### config.mk
export PLATFORM = sky130hd
export DESIGN_NAME = text_cmd_ctrl
export DESIGN_NICKNAME = d
export VERILOG_FILES = /design/src/rtl/text_cmd_pkg.sv /design/src/rtl/text_cursor.sv /design/src/rtl/text_cmd_ctrl.sv
export SDC_FILE = /design/constraint.sdc
export NUM_CORES = 1
export LEC_CHECK = 0
export BUFFER_PORTS_ARGS = -buffer_cell sky130_fd_sc_hd__buf_4
export CELL_PAD_IN_SITES_DETAIL_PLACEMENT = 0
export CELL_PAD_IN_SITES_GLOBAL_PLACEMENT = 1
export CORE_UTILIZATION = 35
export DETAILED_ROUTE_END_ITERATION = 6
export PLACE_DENSITY = 0.76
export RECOVER_POWER = 25
export SYNTH_ARGS = -nofsm -noshare
export SYNTH_HDL_FRONTEND = slang
export SYNTH_SLANG_ARGS = --single-unit
### constraint.sdc
create_clock -name clk -period 3.05 [get_ports clk]
set_input_delay 0.1525 -clock clk [delete_from_list [all_inputs] [get_ports clk]]
set_output_delay 0.1525 -clock clk [all_outputs]
set_load 0.1 [all_outputs]
### src/rtl/text_cmd_pkg.sv
// Shared definitions for the text-screen command executor: opcodes, request
// flag position, FSM states and default screen geometry.
package text_cmd_pkg;

  localparam int unsigned DEF_COLS       = 80;
  localparam int unsigned DEF_ROWS       = 30;
  localparam logic [6:0]  DEF_BLANK_CHAR = 7'h20;

  localparam int unsigned REQ_BIT = 7;

  localparam logic [2:0] OP_NOP    = 3'd0;
  localparam logic [2:0] OP_PUT    = 3'd1;
  localparam logic [2:0] OP_PUTADV = 3'd2;
  localparam logic [2:0] OP_CLEAR  = 3'd3;
  localparam logic [2:0] OP_SCROLL = 3'd4;
  localparam logic [2:0] OP_SETCUR = 3'd5;

  typedef enum logic [2:0] {
    S_IDLE,
    S_PUT,
    S_CLR,
    S_SC_RD,
    S_SC_WR,
    S_SC_BLANK
  } state_t;

endpackage

### src/rtl/text_cursor.sv
// Hardware cursor: set with clamping, advance with row wrap, home on clear.
// Build option TEXT_CMD_AUTOSCROLL_EN: advancing past the last cell stays on the last row.
module text_cursor #(
  parameter int unsigned COLS = 80,
  parameter int unsigned ROWS = 30
) (
  input  logic       clk,
  input  logic       rst,
  input  logic       i_adv,
  input  logic       i_set,
  input  logic       i_home,
  input  logic [6:0] i_x,
  input  logic [4:0] i_y,
  output logic [6:0] o_x,
  output logic [4:0] o_y,
  output logic       o_wrap
);

  localparam logic [6:0] LAST_X = 7'(COLS - 1);
  localparam logic [4:0] LAST_Y = 5'(ROWS - 1);

  logic [6:0] r_x;
  logic [4:0] r_y;
  logic       w_end_x;
  logic       w_end;

  assign w_end_x = (r_x == LAST_X);
  assign w_end   = w_end_x && (r_y == LAST_Y);
  assign o_x     = r_x;
  assign o_y     = r_y;

`ifdef TEXT_CMD_AUTOSCROLL_EN
  assign o_wrap = w_end;
`else
  assign o_wrap = 1'b0;
`endif

  always_ff @(posedge clk or posedge rst) begin
    if (rst) begin
      r_x <= '0;
      r_y <= '0;
    end else if (i_home) begin
      r_x <= '0;
      r_y <= '0;
    end else if (i_set) begin
      r_x <= (32'(i_x) >= COLS) ? LAST_X : i_x;
      r_y <= (32'(i_y) >= ROWS) ? LAST_Y : i_y;
    end else if (i_adv) begin
      if (!w_end_x) begin
        r_x <= r_x + 7'd1;
      end else begin
        r_x <= '0;
`ifdef TEXT_CMD_AUTOSCROLL_EN
        // The scroll that follows makes room, so the cursor stays on the last row.
        r_y <= w_end ? LAST_Y : r_y + 5'd1;
`else
        r_y <= w_end ? 5'd0 : r_y + 5'd1;
`endif
      end
    end
  end

endmodule

### src/rtl/text_cmd_ctrl.sv
// Executes text-screen commands (put, clear, scroll, cursor set) against the character buffer.
// Build option TEXT_CMD_AUTOSCROLL_EN: PUTADV at the last cell triggers a full scroll.
module text_cmd_ctrl
  import text_cmd_pkg::*;
#(
  parameter int unsigned COLS       = DEF_COLS,
  parameter int unsigned ROWS       = DEF_ROWS,
  parameter logic [6:0]  BLANK_CHAR = DEF_BLANK_CHAR
) (
  input  logic        clk,
  input  logic        rst,
  input  logic [7:0]  vga_cmd_word,
  input  logic [6:0]  vga_char_code,
  input  logic [6:0]  vga_cursor_x_pos,
  input  logic [4:0]  vga_cursor_y_pos,
  output logic        vga_ctrl_idle,
  output logic        cbuf_we,
  output logic [11:0] cbuf_addr,
  output logic [6:0]  cbuf_wdata,
  input  logic [6:0]  cbuf_rdata,
  output logic [6:0]  cur_x,
  output logic [4:0]  cur_y
);

  localparam logic [11:0] LAST_ADDR  = 12'(COLS * ROWS - 1);
  localparam logic [11:0] COPY_LAST  = 12'((ROWS - 1) * COLS - 1);
  localparam logic [11:0] BLANK_BASE = 12'((ROWS - 1) * COLS);
  localparam logic [11:0] ROW_STEP   = 12'(COLS);

  state_t      r_state;
  logic        r_idle;
  logic        r_we;
  logic [11:0] r_addr;
  logic [11:0] r_cnt;
  logic [6:0]  r_wdata;
  logic [2:0]  r_op;
  logic [6:0]  r_set_x;
  logic [4:0]  r_set_y;

  logic [2:0]  w_op;
  logic [6:0]  w_cur_x;
  logic [4:0]  w_cur_y;
  logic [11:0] w_cur_addr;
  logic        w_adv;
  logic        w_set;
  logic        w_home;
  logic        w_wrap;
  logic        w_unused;

  assign w_op       = vga_cmd_word[2:0];
  assign w_unused   = ^vga_cmd_word[6:3];
  assign w_cur_addr = 12'(32'(w_cur_y) * COLS + 32'(w_cur_x));
  assign w_adv      = (r_state == S_PUT) && (r_op == OP_PUTADV);
  assign w_set      = (r_state == S_PUT) && (r_op == OP_SETCUR);
  assign w_home     = (r_state == S_CLR) && (r_addr == LAST_ADDR);

  text_cursor #(
    .COLS(COLS),
    .ROWS(ROWS)
  ) u_cursor (
    .clk    (clk),
    .rst    (rst),
    .i_adv  (w_adv),
    .i_set  (w_set),
    .i_home (w_home),
    .i_x    (r_set_x),
    .i_y    (r_set_y),
    .o_x    (w_cur_x),
    .o_y    (w_cur_y),
    .o_wrap (w_wrap)
  );

  assign vga_ctrl_idle = r_idle;
  assign cbuf_we       = r_we;
  assign cbuf_addr     = r_addr;
  assign cbuf_wdata    = r_wdata;
  assign cur_x         = w_cur_x;
  assign cur_y         = w_cur_y;

  always_ff @(posedge clk or posedge rst) begin
    if (rst) begin
      r_state <= S_IDLE;
      r_idle  <= 1'b1;
      r_we    <= 1'b0;
      r_addr  <= '0;
      r_cnt   <= '0;
      r_wdata <= '0;
      r_op    <= '0;
      r_set_x <= '0;
      r_set_y <= '0;
    end else begin
      case (r_state)
        S_IDLE: begin
          if (vga_cmd_word[REQ_BIT]) begin
            r_idle  <= 1'b0;
            r_op    <= w_op;
            r_set_x <= vga_cursor_x_pos;
            r_set_y <= vga_cursor_y_pos;
            case (w_op)
              OP_CLEAR: begin
                r_state <= S_CLR;
                r_we    <= 1'b1;
                r_addr  <= '0;
                r_wdata <= BLANK_CHAR;
              end
              OP_SCROLL: begin
                r_state <= S_SC_RD;
                r_addr  <= ROW_STEP;
                r_cnt   <= '0;
              end
              default: begin
                r_state <= S_PUT;
                r_we    <= (w_op == OP_PUT) || (w_op == OP_PUTADV);
                r_addr  <= w_cur_addr;
                r_wdata <= vga_char_code;
              end
            endcase
          end
        end
        S_PUT: begin
          r_we <= 1'b0;
          if ((r_op == OP_PUTADV) && w_wrap) begin
            r_state <= S_SC_RD;
            r_addr  <= ROW_STEP;
            r_cnt   <= '0;
          end else begin
            r_state <= S_IDLE;
            r_idle  <= 1'b1;
          end
        end
        S_CLR, S_SC_BLANK: begin
          if (r_addr == LAST_ADDR) begin
            r_we    <= 1'b0;
            r_idle  <= 1'b1;
            r_state <= S_IDLE;
          end else begin
            r_addr <= r_addr + 12'd1;
          end
        end
        // Read data for address a+COLS is sampled here and written to a next cycle.
        S_SC_RD: begin
          r_wdata <= cbuf_rdata;
          r_addr  <= r_cnt;
          r_we    <= 1'b1;
          r_state <= S_SC_WR;
        end
        S_SC_WR: begin
          if (r_cnt == COPY_LAST) begin
            r_addr  <= BLANK_BASE;
            r_wdata <= BLANK_CHAR;
            r_state <= S_SC_BLANK;
          end else begin
            r_cnt   <= r_cnt + 12'd1;
            r_addr  <= r_cnt + 12'd1 + ROW_STEP;
            r_we    <= 1'b0;
            r_state <= S_SC_RD;
          end
        end
        default: begin
          r_state <= S_IDLE;
          r_idle  <= 1'b1;
          r_we    <= 1'b0;
        end
      endcase
    end
  end

endmodule

### Word-level counts from Yosys, hierarchy flattened

Index checks and enable logic that the tools add are counted.

* input port bits: 36
* word-level logic and storage cells: 101
* register bits: 63
* output and inout bits: 33

* $mul: 1
* eq/ne operators: 22
* magnitude comparators: 2
* reduce and logical (&&, ||, !) cells: 21
* multiplexer cells: 37
* bitwise gates (word level): 1
* add/subtract/negate cells: 6

Operators with widths (count)
* 2-to-1 mux 12 bit: 6
* 2-to-1 mux 7 bit: 7
* one-hot mux 12 bit (2 select lines): 2
* one-hot mux 12 bit (4 select lines): 1
* 2-to-1 mux 5 bit: 6
* adder 12 x 1 -> 12 bit, second input constant: 2
* equality test 12 bit, second input constant: 2
* one-hot mux 7 bit (3 select lines): 1
* equality test 3 x 2 -> 1 bit, second input constant: 5
* one-hot mux 7 bit (2 select lines): 1
* adder 12 x 7 -> 12 bit: 1
* adder 12 x 7 -> 12 bit, second input constant: 1
* equality test 3 bit, second input constant: 4
* != test 2 bit, second input constant: 6
* one-hot mux 3 bit (4 select lines): 1
* AND reduction 4 bit: 3
* 2-to-1 mux 3 bit: 3
* nonzero test 3 bit: 3
* multiplier 5 x 3 -> 8 bit, second input constant: 1
* adder 7 x 1 -> 7 bit, second input constant: 1
* equality test 7 bit, second input constant: 1
* greater-or-equal comparator 7 bit, second input constant: 1
* equality test 3 x 1 -> 1 bit, second input constant: 2
* AND reduction 2 bit: 3
* 17 further kinds: 26

### Logic depth before layout (Yosys ltp)

* depth in word-level cells: 7
* mapped depth: 9
* depth with buffers taken out: 9

### Cells and area by module

Synthesis repeated with hierarchy kept, for this count alone.

* cell total of the unflattened synthesis: 511
* area, all modules: 4589.4 um^2

By module, submodules not included
* text_cmd_ctrl: cells each 394, seq. area each 1277.5 um^2, area an instance 3661.0 um^2, times used 1
* text_cursor: cells each 117, seq. area each 300.3 um^2, area an instance 928.4 um^2, times used 1

### Worst setup path after synthesis

Ideal clock, no wire load.

* path type: reg-to-reg
* start point: register u_cursor.r_y[1], in the netlist u_cursor.o_y[1]
* end point: register r_addr[9], in the netlist cbuf_addr[9]
* data arrival time: 2.920 ns
* stages on the path, launching flop included: 9
* period minus slack after synthesis: 3.052 ns
* data required time: 2.918 ns
* slack: -0.002 ns
* cell sequence: dfrtp_1 ha_1 ha_1 fa_1 o2111ai_1 xor2_1 a221o_1 a21oi_1 a32oi_1

* word-level cells in the longest chain between the ends: 5

Ends and longest elaborated chain
* from (decl): line text_cursor.sv:23 `logic [4:0] r_y;`
* from (signal assigned): line text_cursor.sv:47 `r_y <= (32'(i_y) >= ROWS) ? LAST_Y : i_y;`
* from (signal assigned): line text_cursor.sv:57 `r_y <= w_end ? 5'd0 : r_y + 5'd1;`
* multiplier 5 x 3 -> 8 bit: line text_cmd_ctrl.sv:52 `assign w_cur_addr = 12'(32'(w_cur_y) * COLS + 32'(w_cur_x));`
* adder 12 x 7 -> 12 bit: line text_cmd_ctrl.sv:52
* one-hot mux 12 bit (2 select lines): line text_cmd_ctrl.sv:99 `case (w_op)`
* 2-to-1 mux 12 bit: line text_cmd_ctrl.sv:94 `if (vga_cmd_word[REQ_BIT]) begin`
* one-hot mux 12 bit (4 select lines): line text_cmd_ctrl.sv:92 `case (r_state)`
* to (signal assigned): line text_cmd_ctrl.sv:114 `r_addr <= w_cur_addr;`
* to (signal assigned): line text_cmd_ctrl.sv:137 `r_addr <= r_addr + 12'd1;`
* to (signal assigned): line text_cmd_ctrl.sv:143 `r_addr <= r_cnt;`
* to (decl): line text_cmd_ctrl.sv:33 `logic [11:0] r_addr;`

Every way passes these cells. The select of a mux whose other input is x is not followed.
A chain may end at the register's enable or synchronous reset.

### Worst setup path after layout

Ends and elaborated chain as after synthesis.

==> impl_metrics.toml <==
[status]
status = "finished with violations"
failed_checks = "max-capacitance violations, max-slew violations"

[placed_design]
dpl.hpwl_mm = 9.02
gp_congestion = 0.844
port_buffers = 64

[timing]
timing.fmax_mhz = 376
drv_slew = 43
hold_viol = 0
period_share = 0.872
setup-tns-final_ps = 0
tightest_slew_ps = 1680
slew_headroom = -0.122
setup_viol = 0
clock_skew_ps = 5.66
period_needed_ps = 2660
rsz0062_at_grt = "no"

[layout]
register_area_sq_mm = 0.00158
n_antenna_cell = 0
fill_cells = 1251
multi_input_area_sq_mm = 0.00264
fin_nets = 618
drive_above_1_share = 0.226
syn_to_final_growth_pct = 20.9

[synthesis]
synth_largest_area_cell = "dfrtp_1"
post_synth.cell_area_avg_sq_um = 8.81
synth_cell_types = 77
syn_area_sq_mm = 0.00445
synthTopCellsByArea = "dfrtp_1, ha_1, a21oi_1"
synth-edff-count = 0
ys_seq_area_frac = 0.355
synth_top_cell_area_share = 0.349
ys_warn_count = 0
yosysMostFrequentCell = "dfrtp_1"
ys_top_cells_by_count = "dfrtp_1, nand2_1, nor2_1, a21oi_1, o21ai_0"
synthCells = 505
ys_ff_latch = 63
synthesis.nets = 558
synth-main-ff-cell = "dfrtp_1"
synth-async-reset-ratio = 1.00

[clock_network]
clock_tree.buffer_depth = 2
cts.repair.resized = 0
path_clk_slew_ps = 50
cts_buffers = 9
cts_root_buf = "clkbuf_16"
tritoncts = "yes"
cts.sinks = 63
post_cts_buffers = 0
h-tree-depth = 3
clk-insertion-delay-late_ps = 340
cts_hold_buffers = 0

[global_routing]
antenna_found_initial = 0
grt_usage = 0.200
grt_overflow_total = 0
grt_max_degree = 43
first_global_vias = 3919
grt_pass1_wl_mm = 20.4

[min_path]
hp-start = "vga_cursor_x_pos[2]"
hold_path_class = "input pin to flop"

[critical_path]
timing.critical_path.from = "u_cursor.o_y[1]$_DFFE_PP0P_"
end_kind = "flop"
timing.rr.start = "u_cursor.o_y[1]$_DFFE_PP0P_"
crit_required_ps = 3220
critPathKind = "flop to flop"
cp_data_arrival_time_ps = 2830
critPathLaunchType = "flop"
crit_fanout = 8

[route]
routedWlPerCell_microns = 16.3
dr.pass1.iters = 5
vias = 4106
drt_iter0_markers = 220
ant_nets = 0
viasPerCell = 5.56
drcViolationCount = 0
wl_mm = 12.0

[pwr]
totalPowerFinal_w = 0.00201
cellLeakagePower_nw = 2.37
vdd_ir_drop_max_uv = 177
p_per_area_mw_per_mm2 = 375

[run]
drv_cap = 1

[floorplan]
die_y_microns = 115
die_area_sq_mm = 0.0132
start_util = 0.364
fp.dieW_microns = 115
rows = 40
coreArea_sq_mm = 0.0122
ios = 69
## registers in the layout (all words and copies together), names as in the netlist
register / count
cbuf_addr: 12
r_cnt: 12
cbuf_wdata: 7
r_set_x: 7
u_cursor.o_x: 7
r_set_y: 5
u_cursor.o_y: 5
r_op: 3
r_state: 3
cbuf_we: 1
vga_ctrl_idle: 1
## routing by layer
layer / global-route usage / share of wire / vias up
met2: 0.299 / 0.45 / 93
met4: 0.0883 / 0.020 / 0
li1: - / - / 2002
met5: 0 / 0 / -
met3: 0.0300 / 0.039 / 16
met1: 0.288 / 0.49 / 1995
## area by class of cell
cell class	count	share of cell area
Tap cell	168	0.0391
Clock inverter	3	0.00745
Timing Repair Buffer	75	0.105
Multi-Input combinational cell	396	0.491
Inverter	20	0.0140
Clock buffer	13	0.0503
Sequential cell	63	0.294
## stage by stage
| step | instance area, sq um | hold WS, ps | utilization | worst slack, ps | instances |
|---|---|---|---|---|---|
| 4_1_cts | 5380 | 34.6 | 0.440 | 410 | 738 |
| 3_3_place_gp | 5070 | 380 | 0.415 | 475 | 722 |
| 3_5_place_dp | 5070 | 389 | 0.415 | 424 | 722 |
| 5_1_grt | 5380 | 46.6 | 0.440 | 236 | 738 |
| 2_1_floorplan | 4450 | 269 | - | 29.5 | 505 |
| 6_report | 5380 | 49.5 | 0.440 | 391 | 738 |
## final timing paths
path	to	slack (ps)	depth (start not counted)
worst max-delay path	cbuf_addr[9]$_DFFE_PP0P_	390	8
worst min-delay path	r_set_x[2]$_DFFE_PP0P_	50	2
worst max register to register	cbuf_addr[9]$_DFFE_PP0P_	390	8
worst min register to register	vga_ctrl_idle$_DFFE_PP1P_	460	2
max in group asynchronous	u_cursor.o_y[1]$_DFFE_PP0P_	1680	3
min in group asynchronous	cbuf_we$_DFFE_PP0P_	340	2
## cell usage in the layout, fill, tap and decap left out, drive strengths merged, types with 5 or more instances in the layout
cell     n
a21oi   39
a221oi   5
a22o     6
a22oi    7
a31oi    9
and3     6
and4     5
buf     74
clkbuf  14
dfrtp   62
ha      15
inv     20
mux2    16
nand2   44
nand3   16
nand4    7
nor2    44
nor2b    5
nor3    17
nor3b    5
o211ai   6
o21ai   44
o22ai    5
o31ai    5
xnor2   17
xor2     7
## cell families (layout without fill, tap and decap cells)
group                      Yosys count  in the layout  synth area share
DFF                                 63             63             0.355
muxes                               17             17            0.0427
adders and majority gates           17             17            0.0512
xor gates and xnor gates            24             24            0.0472
buffers and inverters               46            111            0.0520
AOI/OAI and AO/OA                  157            157             0.233
and+or+nand+nor                    181            181             0.219
## power by group
part / total [W] / leakage (nW) / switching [W] / internal [W]
Clock: 0.00106 / 0.156 / 0.000368 / 0.000696
Sequential: 0.000844 / 0.747 / 0.00000271 / 0.000842
Combinational: 0.000105 / 1.47 / 0.0000676 / 0.0000378
Total: 0.00201 / 2.37 / 0.000439 / 0.00158
## worst max-delay path, stage by stage (launching register included)
cell and delay, ps:
dfrtp_2 470, ha_1 320, ha_1 230, fa_1 560, o2111ai_1 180, xor2_1 180
a221o_1 300, a21oi_1 150, a32oi_1 120
No activity file was read; power rests on OpenSTA's default activity.
